**src/rtl/reorder_buffer_pkg.sv**
```systemverilog
// ============================================================================
// reorder_buffer_pkg : shared sizes for the reorder buffer slice
// Rev 1.0 : initial release
// ============================================================================
`default_nettype none

package reorder_buffer_pkg;
  localparam int ROB_SIZE = 16;
  localparam int ROBINDEX = 4;
  localparam int REGINDEX = 5;
  localparam int DATALEN  = 32;
  localparam int ADDRLEN  = 32;

  localparam logic [ROBINDEX:0] ROB_FULL_COUNT = ROB_SIZE[ROBINDEX:0];
endpackage

`default_nettype wire

```
**src/rtl/reorder_buffer.sv**
```systemverilog
// ============================================================================
// reorder_buffer : 16-entry in-order retirement buffer (optional macro ROB_CDB_BYPASS_EN)
// Rev 1.0 : initial release
// ============================================================================
`default_nettype none

module reorder_buffer
  import reorder_buffer_pkg::*;
(
  input  logic                clk,
  input  logic                rst,
  input  logic                rdy,
  input  logic                issue_valid,
  input  logic [REGINDEX-1:0] issue_rd,
  input  logic                issue_is_branch,
  input  logic                issue_is_store,
  input  logic                issue_pred_taken,
  output logic                rob_full,
  output logic [ROBINDEX-1:0] rob_tail_tag,
  input  logic [ROBINDEX-1:0] query_tag1,
  input  logic [ROBINDEX-1:0] query_tag2,
  output logic                query_ready1,
  output logic                query_ready2,
  output logic [DATALEN-1:0]  query_value1,
  output logic [DATALEN-1:0]  query_value2,
  input  logic                cdb_valid,
  input  logic [ROBINDEX-1:0] cdb_tag,
  input  logic [DATALEN-1:0]  cdb_value,
  input  logic                cdb_taken,
  input  logic [ADDRLEN-1:0]  cdb_redirect_pc,
  output logic                rob_update_valid,
  output logic [REGINDEX-1:0] rob_update_index,
  output logic [ROBINDEX-1:0] rob_update_rename,
  output logic [DATALEN-1:0]  rob_updated_value,
  output logic                store_commit_valid,
  output logic [ROBINDEX-1:0] store_commit_tag,
  output logic                flush,
  output logic [ADDRLEN-1:0]  flush_pc
);

  logic                r_busy      [ROB_SIZE];
  logic                r_ready     [ROB_SIZE];
  logic [REGINDEX-1:0] r_rd        [ROB_SIZE];
  logic                r_is_branch [ROB_SIZE];
  logic                r_is_store  [ROB_SIZE];
  logic                r_pred      [ROB_SIZE];
  logic                r_taken     [ROB_SIZE];
  logic [DATALEN-1:0]  r_value     [ROB_SIZE];
  logic [ADDRLEN-1:0]  r_redirect  [ROB_SIZE];

  logic [ROBINDEX-1:0] r_head;
  logic [ROBINDEX-1:0] r_tail;
  logic [ROBINDEX:0]   r_count;

  logic w_commit;
  logic w_flush;
  logic w_issue;
  logic w_cdb_hit;

  assign rob_full     = (r_count == ROB_FULL_COUNT);
  assign rob_tail_tag = r_tail;

  // Commit only sees the registered ready bit, so a same-edge CDB write to the head waits a cycle.
  always_comb begin
    w_commit  = rdy && (r_count != '0) && r_ready[r_head];
    w_flush   = w_commit && r_is_branch[r_head] && (r_taken[r_head] != r_pred[r_head]);
    w_issue   = rdy && issue_valid && !rob_full && !w_flush;
    w_cdb_hit = rdy && cdb_valid && r_busy[cdb_tag];
  end

  always_ff @(posedge clk or negedge rst) begin
    if (!rst) begin
      for (int i = 0; i < ROB_SIZE; i++) begin
        r_busy[i]  <= 1'b0;
        r_ready[i] <= 1'b0;
      end
      r_head  <= '0;
      r_tail  <= '0;
      r_count <= '0;
    end else if (w_flush) begin
      for (int i = 0; i < ROB_SIZE; i++) begin
        r_busy[i] <= 1'b0;
      end
      r_head  <= '0;
      r_tail  <= '0;
      r_count <= '0;
    end else if (rdy) begin
      if (w_cdb_hit) begin
        r_ready[cdb_tag] <= 1'b1;
      end
      if (w_commit) begin
        r_busy[r_head] <= 1'b0;
      end
      if (w_issue) begin
        r_busy[r_tail]  <= 1'b1;
        r_ready[r_tail] <= 1'b0;
      end
      r_head  <= r_head + {{(ROBINDEX-1){1'b0}}, w_commit};
      r_tail  <= r_tail + {{(ROBINDEX-1){1'b0}}, w_issue};
      r_count <= r_count + {{ROBINDEX{1'b0}}, w_issue} - {{ROBINDEX{1'b0}}, w_commit};
    end
  end

  always_ff @(posedge clk) begin
    if (w_issue) begin
      r_rd[r_tail]        <= issue_rd;
      r_is_branch[r_tail] <= issue_is_branch;
      r_is_store[r_tail]  <= issue_is_store;
      r_pred[r_tail]      <= issue_pred_taken;
    end
    if (w_cdb_hit) begin
      r_value[cdb_tag]    <= cdb_value;
      r_taken[cdb_tag]    <= cdb_taken;
      r_redirect[cdb_tag] <= cdb_redirect_pc;
    end
  end

  always_ff @(posedge clk or negedge rst) begin
    if (!rst) begin
      rob_update_valid   <= 1'b0;
      rob_update_index   <= '0;
      rob_update_rename  <= '0;
      rob_updated_value  <= '0;
      store_commit_valid <= 1'b0;
      store_commit_tag   <= '0;
      flush              <= 1'b0;
      flush_pc           <= '0;
    end else begin
      rob_update_valid   <= w_commit && !r_is_store[r_head] && (r_rd[r_head] != '0);
      store_commit_valid <= w_commit && r_is_store[r_head];
      flush              <= w_flush;
      if (w_commit) begin
        rob_update_index  <= r_rd[r_head];
        rob_update_rename <= r_head;
        rob_updated_value <= r_value[r_head];
        store_commit_tag  <= r_head;
        flush_pc          <= r_redirect[r_head];
      end
    end
  end

  always_comb begin
    query_ready1 = r_busy[query_tag1] && r_ready[query_tag1];
    query_value1 = r_value[query_tag1];
    query_ready2 = r_busy[query_tag2] && r_ready[query_tag2];
    query_value2 = r_value[query_tag2];
`ifdef ROB_CDB_BYPASS_EN
    if (cdb_valid && (cdb_tag == query_tag1) && r_busy[query_tag1]) begin
      query_ready1 = 1'b1;
      query_value1 = cdb_value;
    end
    if (cdb_valid && (cdb_tag == query_tag2) && r_busy[query_tag2]) begin
      query_ready2 = 1'b1;
      query_value2 = cdb_value;
    end
`endif
  end

endmodule

`default_nettype wire

```
**config.mk**
```make
export PLATFORM = sky130hd
export DESIGN_NAME = reorder_buffer
export DESIGN_NICKNAME = d
export VERILOG_FILES = /design/src/rtl/reorder_buffer_pkg.sv /design/src/rtl/reorder_buffer.sv
export SDC_FILE = /design/constraint.sdc
export NUM_CORES = 2
export LEC_CHECK = 0
export CAP_MARGIN = 20
export CORE_MARGIN = 1
export CORE_UTILIZATION = 40
export CTS_CLUSTER_DIAMETER = 200
export CTS_CLUSTER_SIZE = 28
export DETAILED_ROUTE_END_ITERATION = 16
export PLACE_DENSITY = 0.65
export SLEW_MARGIN = 10
export SYNTH_ARGS = -nofsm -noshare
export SYNTH_HDL_FRONTEND = slang
export SYNTH_SLANG_ARGS = --single-unit
```
**constraint.sdc**
```tcl
create_clock -name clk -period 20.1 [get_ports clk]
set_input_delay 4.02 -clock clk [delete_from_list [all_inputs] [get_ports clk]]
set_output_delay 4.02 -clock clk [all_outputs]
set_load 0.01 [all_outputs]
```
---- Word level (Yosys, flattened, before mapping) ----
Memories as Yosys holds them, arrays and structs flattened. A register that Yosys moved wholly into a read port is not among the register bits.
Cells that the tools add are included.
word-level totals
  register bits ........................... 57
  latch bits .............................. 0
  RAM bits ................................ 1168
  ROM bits ................................ 0
  memories kept ........................... 7
memory list
  name         depth  width  rd ports  clocked after memory_dff  wr ports  RTL line              source
  r_redirect   16     32     1         1                         1         reorder_buffer.sv:49  logic [ADDRLEN-1:0] r_redirect [ROB_SIZE];
  r_value      16     32     3         1                         1         reorder_buffer.sv:48  logic [DATALEN-1:0] r_value [ROB_SIZE];
  r_rd         16     5      1         0                         1         reorder_buffer.sv:43  logic [REGINDEX-1:0] r_rd [ROB_SIZE];
  r_is_branch  16     1      1         0                         1         reorder_buffer.sv:44  logic r_is_branch [ROB_SIZE];
  r_is_store   16     1      1         0                         1         reorder_buffer.sv:45  logic r_is_store [ROB_SIZE];
  r_pred       16     1      1         0                         1         reorder_buffer.sv:46  logic r_pred [ROB_SIZE];
  +1 memories  -      -      -         -                         -         -
cells by class
  divide/modulo/power cells ............... 0
  add/sub/neg operators ................... 4
  multipliers ............................. 0
  reduce and logical (&&, ||, !) cells .... 26
  shifts and indexed selects .............. 0
  muxes and demuxes ....................... 44
  bitwise logic cells ..................... 12
  equal/unequal tests ..................... 2
  $lt $le $gt $ge ......................... 8
operators by type and width
  kind                  count
  $mux W16              10
  $and A16 B16 Y16      2
  $not A16 Y16          2
  $or A16 B16 Y16       2
  $ge A5 B5 Y1 const B  5
  $not A4 Y5            5
  $bmux W1 S4           6
  $mux W1               19
  $logic_and A1 B1 Y1   17
  $mux W4               4
  $lt A5 B1 Y1 const B  3
  $demux W1 S4          3
  $mux W5               2
  $reduce_bool A5 Y1    2
  $add A4 B1 Y4         2
  $add A5 B1 Y5         1
  $eq A5 B5 Y1 const B  1
  $logic_not A1 Y1      5
  $sub A5 B1 Y5         1
  $reduce_and A2 Y1     1
  $reduce_bool A2 Y1    1
  $ne A1 B1 Y1          1
  $not A1 Y1            1

---- Depth between registers and ports, before layout ----
  depth in word-level cells ............... 14
  mapped depth ............................ 21

---- Worst setup path after synthesis ----
OpenSTA, ideal clock, no wires.
  path type ............................... input to register
  start ................................... input cdb_tag[1]
  end ..................................... memory r_redirect[2][0] (enable)
  path buffers ............................ 1
  path slack .............................. 9.784 ns
  arrival ................................. 9.748 ns
  data required time ...................... 19.532 ns
  setup time .............................. 0.568 ns
  cell stages on the path ................. 6
  path through ............................ buf_2 -> mux4_2 -> mux2i_1 -> or2_2 -> a2111o_1 -> nor3_1
between the ends
  word-level cells in the longest chain between the ends .. 7
ends and longest elaborated chain
  element                                      RTL line               source
  from (decl)                                  reorder_buffer.sv:27   input logic [ROBINDEX-1:0] cdb_tag,
  $not A4 Y5 (implied by the code)             reorder_buffer.sv:68   w_cdb_hit = rdy && cdb_valid && r_busy[cdb_tag];
  $bmux W1 S4                                  reorder_buffer.sv:68
  $mux W1 (implied by the code) (2 in series)  reorder_buffer.sv:68
  $logic_and A1 B1 Y1                          reorder_buffer.sv:68
  $mux W1                                      reorder_buffer.sv:111  if (w_cdb_hit) begin
  $mux W1 (implied by the code)                reorder_buffer.sv:114  r_redirect[cdb_tag] <= cdb_redirect_pc;
  to (decl)                                    reorder_buffer.sv:49
Parallel ways exist; a longest one is shown, timed or not. The select of a mux whose other input is x is not followed.

---- Worst setup path in the final report ----
  start ................................... input query_tag2[0]
  end ..................................... output query_value2[25]
between the ends
  word-level cells in the longest chain between the ends .. 1
ends and longest elaborated chain
  element          RTL line              source
  from (decl)      reorder_buffer.sv:21  input logic [ROBINDEX-1:0] query_tag2,
  $mem_v2 Z16 W32  -
  to (decl)        reorder_buffer.sv:25  output logic [DATALEN-1:0] query_value2,
Every way passes these cells.

==> summary.txt <==
Floorplanning
  • Cell Rows: 138
  • Core region area: around 140000 µm²
  • Die area: 144100 µm²
  • I/O Pins: ~240
  • Starting density of the core: 40.29%
  • Die Span Y: roughly 380 µm
  • Die W: between 300 and 400 µm

Worst setup path
  • Worst r2r src: r_head[1]$_DFFE_PN0P_
  • Crit end category: primary output
  • WS Path Type: input pin to primary output
  • Crit-path cells: clkbuf_8 -> buf_4 -> buf_4 -> mux4_2 -> mux4_2 -> clkdlybuf4s50_1
  • CP max stage cell: buf_4
  • Family with the most delay on the worst path: buffers and inverters
  • Startpoint Class: input pin
  • Crit path DAT: ~8.0 ns
  • CP peak stage delay: ~0.85 ns
  • Crit. Startpoint: query_tag2[0]
  • Worst path required time: between 15 and 20 ns
  • Worst path bufs/invs: 4
  • Crit Path Max Fanout: between 40 and 50

Clocking
  • CTS clock-pin slew for the worst setup and hold paths: ~0.1 ns
  • CTS buffer count: between 50 and 60
  • Setup Buffers After CTS: 0
  • # clock sinks: between 1000 and 1500
  • Hold_buf cts: 0
  • CTS tree: built
  • CTS resizes: 0
  • H-Tree Depth: 2
  • Root buffer selected by CTS: clkbuf_16
  • Skew-Pair Late Insertion Delay: ~0.7 ns
  • Worst-case clock buffer depth: 3

Timing
  • Hold Vio Cnt, Final: 0
  • Fin. max-slew vios: 0
  • Hold Slack: 0.5193 ns
  • Final setup vio count: 0
  • Setup WS post-layout: about 8.1 ns
  • Fin crit period: between 10 and 15 ns
  • Fin crit share: between 50% and 60%
  • Worst Tran Pin Value: 1.438 ns
  • Setup tns final: 0 ns
  • Unrepaired setup endpoints after global routing: no
  • Max Freq: between 80 and 90 MHz
  • Slew headroom: ~4.1%
  • Setup clock skew after layout: approximately 0.034 ns

Detailed routing
  • Initial drt markers: about 3700
  • DRC: 0
  • Via count: between 20000 and 30000
  • Routed Wire Length: between 100000 and 150000 µm
  • Vias/cell: approximately 6.2
  • Pre-Repair DR Iteration Count: 6
  • Wire length per cell: roughly 32 µm
  • Routed Antenna Nets: 0

Yosys
  • Cell taking the most area after synthesis: edfxtp_1
  • Post-Synth Simple-Gate Area: under 10%
  • Sequential area share after synthesis: between 60% and 70%
  • Adder-cell share of the synthesized area: less than 1%
  • Post-Syn Area: 57050 µm²
  • Top post-synthesis cells by area: edfxtp_1, mux4_2, dfrtp_1, mux2_2, clkbuf_1
  • EDFF count, synth: 1168
  • Synthesis-stage register bit count: roughly 1300
  • Syn Area/Cell: about 22 µm²
  • Yosys warnings: 0
  • Compound-Gate Fraction of Synth Area: 1.377%
  • Synthesized instance count: between 2000 and 3000
  • Ys async rst share: 9.387%
  • Post-synthesis xor/xnor area fraction: less than 1%
  • Ys flop type: edfxtp_1
  • Mux contribution to synthesized area: 28.67%
  • Largest family of logic cells by synthesized area: multiplexers
  • Synth top area share: between 60% and 70%
  • Synth cell types: 50
  • Syn Nets: 2647

Place
  • GP Congestion: between 0.7 and 0.8
  • DP HPWL: 81800 µm
  • Post-Place Setup Slack: about 8.0 ns
  • I/O Buffers: 240

Pwr
  • Max rail drop VDD: between 0.1 and 0.15 mV
  • Power Density: 102.1 nW/µm²
  • Pleak: between 15 and 20 nW

Global routing
  • Vias in the first global route: about 30000
  • Antenna violations before repair: 21
  • Grt ovf: 0
  • Pin count of the biggest net entering global routing: 169
  • Gr usage total: between 20 and 25%
  • First-pass GRT wire length: about 220000 µm

Final layout
  • Multi-input logic area: between 15000 and 20000 µm²
  • Filler Cells Inserted: between 10000 and 15000
  • Nets: between 2000 and 3000
  • Commonest non-fill, non-tap cell in the layout: edfxtp_1
  • Most frequent cells in the layout: edfxtp_1, mux4_2, clkdlybuf4s50_1, dfrtp_1, mux2_2
  • Register Area: approximately 38000 µm²
  • P&R area growth vs syn: 10.82%
  • Fraction of layout cells with a size suffix above 1: 33.14%

Min path
  • Hold path startpoint: flush_pc[21]$_DFFE_PN0N_
  • Worst hold path class: flip-flop to flip-flop

Status
  • Outcome: complete, no violations

Flow run
  • # Max-Cap Violations: 0
[report_power, final]
| group | internal (mW) | leakage [nW] | switching (mW) |
|---|---|---|---|
| combinational | 1.05 | 6.35 | 0.883 |
| sequential | 3.05 | 12.0 | 0.162 |
| clock | 0.505 | 0.722 | 0.808 |
[path summary, 6_finish.rpt]
check	end	slack (ns)	depth (start not counted)
setup reg to reg	r_count[4]$_DFFE_PN0P_	13.96	18
hold reg to reg	flush_pc[21]$_DFFE_PN0N_	0.52	1
max in group asynchronous	r_head[1]$_DFFE_PN0P_	15.45	2
min in group asynchronous	rob_updated_value[15]$_DFFE_PN0N_	3.22	1
setup / recovery	query_value2[25]	8.08	6
hold / removal	flush_pc[21]$_DFFE_PN0N_	0.52	1
[metal layers]
metal	vias to the layer above	share of wire, %	track usage (%)
li1	11458	-	-
met3	223	8.0	4.326
met4	28	2.6	5.324
met5	-	0.11	0
met2	1335	51	34.89
met1	15566	38	26.74
[cells in the mapped netlist, types with 3 or more instances]
master	instances
a311oi_1	8
o21ai_0	18
o22ai_1	6
or2_2	3
nor2b_1	8
a31oi_1	8
a211oi_1	9
xor2_1	5
nand2_1	42
inv_1	15
o22a_1	16
a22oi_1	3
mux2_2	73
nand2b_1	7
buf_6	4
nand4_1	5
buf_4	4
ha_1	10
mux4_2	688
nand3_1	13
a21oi_1	26
mux2i_1	4
or3_1	5
xnor2_1	3
buf_2	49
edfxtp_1	1168
a21boi_0	8
dfrtp_1	121
buf_1	45
nor3_1	8
nor2_1	55
clkbuf_1	84
[area by class of cell]
type / count / area share, %
Tap cell: 1890 / 3.741
Clock buffer: 93 / 2.302
Timing Repair Buffer: 301 / 4.653
Multi-Input combinational cell: 1056 / 28.79
Inverter: 15 / 0.08906
Antenna cell: 4 / 0.01583
Clock inverter: 4 / 0.1187
Sequential cell: 1289 / 60.29
[cells by family (layout without fill, tap and decap cells)]
group | Yosys count | in the layout
mux | 765 | 765
other cells | 0 | 4
xor+xnor | 8 | 8
simple gates | 157 | 157
buf+inv | 201 | 413
fa+ha+maj | 11 | 11
compound gates | 115 | 115
flops | 1289 | 1289
[stage by stage]
step | utilization, % | instance area, µm² | cells | total power [mW]
after global routing | 44.65 | 63220 | 4651 | 6.715
after global placement | 43.50 | 61590 | 4547 | 5.181
after floorplan | - | 57050 | 2546 | 4.524
final | 44.65 | 63220 | 4652 | 6.453
after detailed placement | 43.52 | 61620 | 4548 | 5.220
after CTS | 44.60 | 63150 | 4645 | 6.515
[sequential cells by signal, summed over array words and instances, names as in the netlist]
signal and flops:
r_redirect 512, r_value 512, r_rd 80, flush_pc 32, rob_updated_value 32, r_busy 16
r_is_branch 16, r_is_store 16, r_pred 16, r_ready 16, r_taken 16, r_count 5
rob_update_index 5, r_head 4, rob_tail_tag 4, store_commit_tag 4, flush 1, rob_update_valid 1
store_commit_valid 1
No activity file was read; power rests on OpenSTA's default activity.
